### src/rtl/fan_beep_feedback.sv
// fan_beep_feedback: turns key-event pulses into timed, gated square-wave buzzer patterns
// (short, long, double beep) with a one-deep pending request slot.
module fan_beep_feedback #(
    parameter int TICK_DIV  = 100_000,
    parameter int SHORT_MS  = 60,
    parameter int LONG_MS   = 300,
    parameter int GAP_MS    = 80,
    parameter int TONE_HALF = 25_000
) (
    input  logic clk,
    input  logic reset_p,
    input  logic req_short,
    input  logic req_long,
    input  logic req_double,
    output logic buzz_en,
    output logic buzz_pwm,
    output logic busy,
    output logic dropped
);
    localparam int ON_MAX = LONG_MS > SHORT_MS ? LONG_MS : SHORT_MS;
    localparam int MS_MAX = ON_MAX > GAP_MS ? ON_MAX : GAP_MS;
    localparam int MS_W   = $clog2(MS_MAX + 1);
    localparam int TICK_W = $clog2(TICK_DIV + 1);
    localparam int TONE_W = $clog2(TONE_HALF + 1);

    typedef enum logic [2:0] {IDLE, ON1, GAP1, ON2, TAIL} state_t;
    typedef enum logic [1:0] {K_NONE, K_SHORT, K_LONG, K_DOUBLE} kind_t;

    state_t state, state_nx;
    kind_t pat, slot_k, req_k;
    logic slot_v;
    logic [TICK_W-1:0] tick_cnt;
    logic [MS_W-1:0] ms_cnt, dur;
    logic [TONE_W-1:0] tone_cnt;
    logic tick, seg_end, start, consume, has_req, multi, store_path, slot_free;
    logic overwrite, drop, en_nx, busy_nx, drop_nx, entering, wrap;

    assign req_k      = req_long ? K_LONG : req_double ? K_DOUBLE : req_short ? K_SHORT : K_NONE;
    assign has_req    = req_k != K_NONE;
    assign multi      = (req_long & (req_double | req_short)) | (req_double & req_short);
    assign tick       = tick_cnt == TICK_W'(TICK_DIV - 1);
    assign dur        = state == ON1 ? (pat == K_LONG ? MS_W'(LONG_MS) : MS_W'(SHORT_MS))
                      : state == ON2 ? MS_W'(SHORT_MS) : MS_W'(GAP_MS);
    assign seg_end    = tick && ms_cnt == dur - MS_W'(1);
    assign start      = state_nx == ON1 && state != ON1;
    assign consume    = slot_v && start;
    // In IDLE with an empty slot the request starts playing directly instead of being stored
    assign store_path = has_req && !(state == IDLE && !slot_v);
    assign slot_free  = !slot_v || consume;
    assign overwrite  = store_path && !slot_free && req_k == K_LONG && slot_k != K_LONG;
    assign drop       = store_path && !slot_free && !overwrite;
    assign entering   = en_nx && state_nx != state;
    assign wrap       = tone_cnt == TONE_W'(TONE_HALF - 1);

    always_ff @(posedge clk or posedge reset_p) begin
        if (reset_p) state <= IDLE;
        else         state <= state_nx;
    end

    always_comb begin
        state_nx = state;
        case (state)
            IDLE:    state_nx = (slot_v || has_req) ? ON1 : IDLE;
            ON1:     state_nx = seg_end ? (pat == K_DOUBLE ? GAP1 : TAIL) : ON1;
            GAP1:    state_nx = seg_end ? ON2 : GAP1;
            ON2:     state_nx = seg_end ? TAIL : ON2;
            TAIL:    state_nx = seg_end ? (slot_v ? ON1 : IDLE) : TAIL;
            default: state_nx = IDLE;
        endcase
    end

    always_comb begin
        en_nx   = state_nx == ON1 || state_nx == ON2;
        busy_nx = state_nx != IDLE;
        drop_nx = multi || drop;
    end

    always_ff @(posedge clk or posedge reset_p) begin
        if (reset_p) begin
            buzz_en  <= 1'b0;
            busy     <= 1'b0;
            dropped  <= 1'b0;
            tick_cnt <= '0;
            ms_cnt   <= '0;
            pat      <= K_NONE;
            slot_v   <= 1'b0;
            slot_k   <= K_NONE;
        end else begin
            buzz_en  <= en_nx;
            busy     <= busy_nx;
            dropped  <= drop_nx;
            tick_cnt <= (start || tick) ? '0 : tick_cnt + TICK_W'(1);
            ms_cnt   <= (state_nx != state || state == IDLE) ? '0 : tick ? ms_cnt + MS_W'(1) : ms_cnt;
            if (start) pat <= slot_v ? slot_k : req_k;
            if (store_path && (slot_free || overwrite)) begin
                slot_v <= 1'b1;
                slot_k <= req_k;
            end else if (consume) begin
                slot_v <= 1'b0;
            end
        end
    end

    // Tone restarts high on every segment entry so each beep begins identically
    always_ff @(posedge clk or posedge reset_p) begin
        if (reset_p) begin
            tone_cnt <= '0;
            buzz_pwm <= 1'b0;
        end else if (entering) begin
            tone_cnt <= '0;
            buzz_pwm <= 1'b1;
        end else if (en_nx) begin
            tone_cnt <= wrap ? '0 : tone_cnt + TONE_W'(1);
            buzz_pwm <= buzz_pwm ^ wrap;
        end else begin
            tone_cnt <= '0;
            buzz_pwm <= 1'b0;
        end
    end
endmodule

### config.mk
export PLATFORM = sky130hd
export DESIGN_NAME = fan_beep_feedback
export DESIGN_NICKNAME = d
export VERILOG_FILES = /design/src/rtl/fan_beep_feedback.sv
export SDC_FILE = /design/constraint.sdc
export NUM_CORES = 1
export LEC_CHECK = 0
export ABC_AREA = 1
export CAP_MARGIN = 5
export CORE_MARGIN = 8
export CORE_UTILIZATION = 45
export CTS_CLUSTER_SIZE = 8
export DETAILED_ROUTE_END_ITERATION = 8
export PLACE_DENSITY = 0.62
export SKIP_LAST_GASP = 1
export SLEW_MARGIN = 10
export SYNTH_ARGS = -nofsm -noshare
export SYNTH_HDL_FRONTEND = slang
export SYNTH_SLANG_ARGS = --single-unit
### constraint.sdc
create_clock -name clk -period 4.1 [get_ports clk]
set_clock_uncertainty 0.05 [all_clocks]
set_input_delay 0.41 -clock clk [delete_from_list [all_inputs] [get_ports clk]]
set_output_delay 0.41 -clock clk [all_outputs]
set_load 0.01 [all_outputs]
==> run summary, run 1 <==
Post-Synthesis Cell Area - 2826 µm²
leak pwr - 1.436 nW
sequential fraction of the synthesis area - 46.92%
synth top area cells - dfrtp_1 (47%), nor2_1 (8.5%), nand2_1 (8.0%), inv_1 (6.9%), xor2_1 (5.3%)
CTS tree - built
Slew HR - 65.48%
Yosys cell types - 30
crit path DAT - 2.77 ns
syn nets - 357
vias in the first global route - 2123
hold crit path type - primary input to asynchronous set/reset pin
Req. time, crit path - 4.28 ns
router iterations before antenna repair - 4
layout cell share with drive strength beyond 1 - 7.713%
Post-Route Utilization - 49.65%
critical path class - flip-flop to flip-flop
I/O Pins - 9
Worst-Skew Late Latency - 0.31 ns
diode count - 0
NumNets Final - 371
element type at the critical path end - flip-flop
CP peak stage delay - 0.49 ns
Post-DP HPWL - 3.801 mm
core area - 6205 µm²
Yosys reg bits - 53
DR iter-0 viols - 79
DRC viols - 0
most common cell in the netlist - nor2_1
chip width - 95.25 µm
DR vias/cell - 4.875
post-CTS sizing - 0
EDFF count, synth - 0
Max Slew Vio Count - 0
crit start category - flip-flop
total gr overflow - 0
Max Clock Freq - 385.7 MHz
Die Area - 9073 µm²
Worst Tran Pin Value - 0.5131 ns
TritonCTS Sinks - 53
Crit path top cell by count - nand2_1
RSZ-0062 raised after global routing - false
mean post-synth cell area - 8.122 µm²
number of buffers created by CTS - 5
Placer Congestion - 0.8741
Placement Rows - 29
Final setup viols - 0
CP Cell Sequence - nand2_4, nor2_4, nand2_1, inv_1, ha_1, nand2_1, nand2_1, nor2_1, nand2_1, nor2_2, nand3_4, nand2_1, nand2_2, nand2_4, nand3_2, nor3b_1
area grow syn2layout - 8.986%
outcome - completed
largest area contributor in the netlist - dfrtp_1
max-capacitance violation count - 0
Clk Tree Root Cell - clkbuf_8
Post-CTS Setup Bufs - 0
first-pass GRT wire length - 9.252 mm
final wirelength - 5.081 mm
Antenna Violating Nets Remaining - 0
Slowest cell on crit path - dfrtp_1
Hold-fix buffers, CTS - 0
Final min period - 2.592 ns
clock slew at reported path FFs - 0.09 ns
PortBufs - 8
Fin Setup TNS - 0 ns
Fin. Hold Viols - 0
critical-path maximum fanout - 14
initial core utilization - 45.55%
initial antenna violation count - 0
H-tree Lvls - 2
Synth warnings - 0
Vias - 2145
Synth async-reset ratio - 100.0%
Most used DFF post-synth - dfrtp_1
top-area cell type share of the netlist area - 46.92%
Die H - 95.25 µm
clock buffer depth - 2
most common library cells after synthesis - nor2_1 (64), nand2_1 (60), dfrtp_1 (53)
Power Density - 286.8 nW/µm²
GRT Overall Usage - 12.72%
Syn Inst Count - 348
largest net degree at the start of global routing - 33
VDD IR max - 0.0001811 V
final period utilization - 63.23%
WL/cell - 11.55 µm
## worst max-delay path: cells and delay by family (launching register included)
kind	cells	cell delay, ns
adders and majority gates	1	0.23
buffers and inverters	1	0.07
and+or+nand+nor	14	1.65
DFF	1	0.49
## metal layers
layer	track usage, %	wire length, µm	part of all wire (%)
met4	4.291	72	1.4
met2	20.66	2346	46
met5	0	0	0
met3	3.150	154	3.0
met1	16.15	2507	49
## kinds of logic (layout without fill, tap and decap cells)
group | after synthesis | in the layout | share of synthesized area [%]
AO/OA/AOI/OAI | 27 | 27 | 5.666
XOR/XNOR | 19 | 19 | 5.888
adder cells (fa/ha/maj) | 4 | 4 | 1.771
buffers and inverters | 55 | 70 | 7.614
flip-flops | 53 | 53 | 46.92
multiplexers | 1 | 1 | 0.3542
AND/OR/NAND/NOR | 189 | 189 | 31.78
## registers in the layout (all words and copies together), names as in the netlist
signal	count
busy	1
tone_cnt	15
dropped	1
pat	2
buzz_pwm	1
slot_k	2
tick_cnt	17
buzz_en	1
slot_v	1
state	3
ms_cnt	9
## through the flow
step                      instance area, µm²  power (mW)  std cells  hold WS, ns  setup slack [ns]
after floorplan                         2826      0.5857        348       0.3800             1.780
after global placement                  2994      0.6060        432       0.4031             1.579
after detailed placement                2994      0.6070        432       0.4087             1.518
after CTS                               3080      0.8977        440       0.3857             1.481
after global routing                    3080      0.9240        440       0.4224             1.174
final                                   3080      0.8836        440       0.3718             1.508
## cells in the final DEF (no fill, tap or decap), drive strengths merged
cell,Yosys,layout
buf,2,1
dfrtp,53,53
clkdlybuf4s50,0,8
xor2,17,17
o21ai,10,10
nand4,8,8
ha,4,4
clkinv,0,2
o21bai,3,3
o22ai,2,2
nor3b,6,6
mux2i,1,1
nand3,27,27
clkbuf,0,5
nor3,12,12
nor4,2,2
clkinvlp,0,1
nor2,68,68
a31oi,3,3
xnor2,2,2
inv,53,53
nand2,66,66
a21oi,9,9
## final timing paths
path                                       start                     to  slack (ns)  cells past startpoint
max                           state[0]$_DFF_PP0_  tone_cnt[7]$_DFF_PP0_        1.51                     16
min                                      reset_p  tick_cnt[9]$_DFF_PP0_        0.37                      2
max reg2reg                   state[0]$_DFF_PP0_  tone_cnt[7]$_DFF_PP0_        1.51                     16
min reg2reg                tone_cnt[0]$_DFF_PP0_  tone_cnt[0]$_DFF_PP0_        0.42                      1
max in group asynchronous                reset_p         busy$_DFF_PP0_        2.87                      3
min in group clk           tone_cnt[0]$_DFF_PP0_  tone_cnt[0]$_DFF_PP0_        0.42                      1
## report_power, final
group | switching (mW) | total, mW | internal, mW
sequential | 0.00884 | 0.543 | 0.535
combinational | 0.0311 | 0.0509 | 0.0198
clock | 0.171 | 0.289 | 0.118
total | 0.211 | 0.884 | 0.673
## layout make-up
type	instances	area (µm²)
clock buffers	5	68.82
clock inverters	3	17.52
fillers	607	3124
inverters	53	198.9
multi-input cells	240	1285
flip-flops and latches	53	1326
well taps	77	96.34
repair buffers	9	87.58
Power figures use the tool's default switching activity.
==> run 2: changes to the inputs <==
==> constraint.sdc (replaced) <==
create_clock -name clk -period 2.4 [get_ports clk]
set_clock_uncertainty 0.05 [all_clocks]
set_input_delay 0.24 -clock clk [delete_from_list [all_inputs] [get_ports clk]]
set_output_delay 0.24 -clock clk [all_outputs]
set_load 0.01 [all_outputs]
==> run 2 against run 1 <==
Worst setup slack lost 1.6 ns. Register-to-register slack lost 1.6 ns. Via count grew 6.3%. The flow now finishes with violations (setup timing). Highest routed layer unchanged. Sequential share of layout area shrank 4.5 points. Combinational power grew 110%. Routed wire length grew 13%.
==> run summary, run 2 (synthesis results as in run 1) <==
Largest Register - tick_cnt
RSZ-0062 raised after global routing - true
CP Cell Sequence - inv_2, nand2_4, buf_4, ha_4, inv_1, nand2_1, nand2_1, nor2_1, nand2_1, nor2_4, nand3_4, a21oi_4, nand3_1, nand2_4, nand3_4, nor2_2
layout cell share with drive strength beyond 1 - 19.58%
Max Clock Freq - 408.5 MHz
DR iter-0 viols - 122
DR vias/cell - 4.957
element type at the critical path end - flip-flop
Req. time, crit path - 2.59 ns
Placer Congestion - 0.8894
TritonCTS Sinks - 53
final period utilization - 102.0%
core area - 6205 µm²
CP peak stage delay - 0.40 ns
clock buffer depth - 2
R2R Path End - ms_cnt[6]$_DFFE_PP0P_
Slew HR - 52.37%
I/O Pins - 9
number of buffers created by CTS - 5
met2 Use GR - 21.46%
crit start category - flip-flop
outcome - finished, violations left
Antenna Violating Nets Remaining - 0
PnR worst setup slack - -0.04813 ns
GR met1 Demand/Resource - 16.27%
clock slew at reported path FFs - 0.10 ns
Clk Tree Root Cell - clkbuf_8
Worst-Skew Late Latency - 0.31 ns
chip width - 95.25 µm
initial core utilization - 45.55%
largest net degree at the start of global routing - 36
Post-Route Utilization - 55.37%
Fin. Hold Viols - 0
Die Area - 9073 µm²
H-tree Lvls - 2
first-pass GRT wire length - 9.487 mm
Top Registers - tick_cnt x17, tone_cnt x15, ms_cnt x9
Final min period - 2.448 ns
initial antenna violation count - 0
critical path class - flip-flop to flip-flop
Crit path top cell by count - nand2_1
M3 GR Usage - 2.913%
Post-DP HPWL - 3.934 mm
R2R depth - 16
area grow syn2layout - 21.56%
GRT Overall Usage - 12.91%
Die H - 95.25 µm
leak pwr - 1.569 nW
vias in the first global route - 2164
R2R setup slack - -0.05 ns
failing checks - setup timing
total gr overflow - 0
PortBufs - 8
final wirelength - 5.749 mm
Vias - 2280
Largest register FFs - 17
Power Total - 1.558 mW
Final setup viols - 19
NumNets Final - 391
Hold-fix buffers, CTS - 0
DRC viols - 0
Slowest cell on crit path - dfrtp_1
VDD IR max - 0.0003765 V
Placement Rows - 29
crit path DAT - 2.64 ns
CTS tree - built
gr busiest metal - met2
critical-path maximum fanout - 5
WL/cell - 12.50 µm
hold_ws - 0.3124 ns
leading cell types in the layout, fill and taps excluded - nand2_1 (53), dfrtp_1 (53), inv_1 (50)
Power Density - 453.4 nW/µm²
worst reg2reg path startpoint - state[2]$_DFF_PP0_
Max Slew Vio Count - 0
router iterations before antenna repair - 4
hold crit path type - primary input to asynchronous set/reset pin
Worst Tran Pin Value - 0.7135 ns
max-capacitance violation count - 0
diode count - 0
run 2: worst max-delay path by stage:
stage	from	end	slack (ns)	depth (start not counted)
global placement	state[0]$_DFF_PP0_	tone_cnt[7]$_DFF_PP0_	0.03	17
floorplan	state[2]$_DFF_PP0_	tick_cnt[15]$_DFF_PP0_	0.08	19
finish	state[2]$_DFF_PP0_	ms_cnt[6]$_DFFE_PP0P_	-0.05	16
detailed placement	state[0]$_DFF_PP0_	tone_cnt[12]$_DFF_PP0_	-0.04	17
CTS	state[0]$_DFF_PP0_	tick_cnt[3]$_DFF_PP0_	-0.01	17
global route	state[2]$_DFF_PP0_	ms_cnt[6]$_DFFE_PP0P_	-0.21	17
run 2: worst max-delay path, delay by kind of cell (launching register included):
kind	cells	cell delay, ns
AND/OR/NAND/NOR	11	1.16
buffers and inverters	3	0.26
flip-flops	1	0.40
AO/OA/AOI/OAI	1	0.22
adder cells (fa/ha/maj)	1	0.25
run 2: final cells by class:
class	instances	area [µm²]
Tap cell	77	96.34
Clock inverter	3	26.28
Fill cell	583	2769
Timing Repair Buffer	27	235.2
Inverter	53	198.9
Sequential cell	53	1326
Clock buffer	5	68.82
Multi-Input combinational cell	242	1484
run 2: where the power goes:
| part | switching (mW) | leakage [nW] | internal [mW] |
|---|---|---|---|
| clock | 0.310 | 0.0423 | 0.213 |
| sequential | 0.0157 | 0.678 | 0.913 |
| combinational | 0.0598 | 0.848 | 0.0466 |
| total | 0.385 | 1.57 | 1.17 |
run 2: repair_timing:
action / 4_1_cts / 5_1_grt
endpoints found under the hold margin: 0 / 0
buffers inserted: 0 / 7
resized for setup: 3 / 39
setup endpoints to repair: 22 / 46
gates cloned: 0 / 2
pin swaps: 0 / 19
run 2: layer usage:
layer	part of all wire, %	wire length [µm]
met5	0	0
met3	1.7	100
met1	49	2800
met4	1.2	70
met2	48	2777
run 2: through the flow:
stage / worst slack, ns / std cells / TNS [ns] / instance area, µm²
after CTS: -0.009598 / 451 / -0.02268 / 3192
after detailed placement: -0.04126 / 443 / -0.1118 / 3077
after global placement: 0.03308 / 443 / 0 / 3077
after global routing: -0.2073 / 460 / -6.226 / 3436
final: -0.04813 / 460 / -0.5109 / 3436
after floorplan: 0.07990 / 348 / 0 / 2826
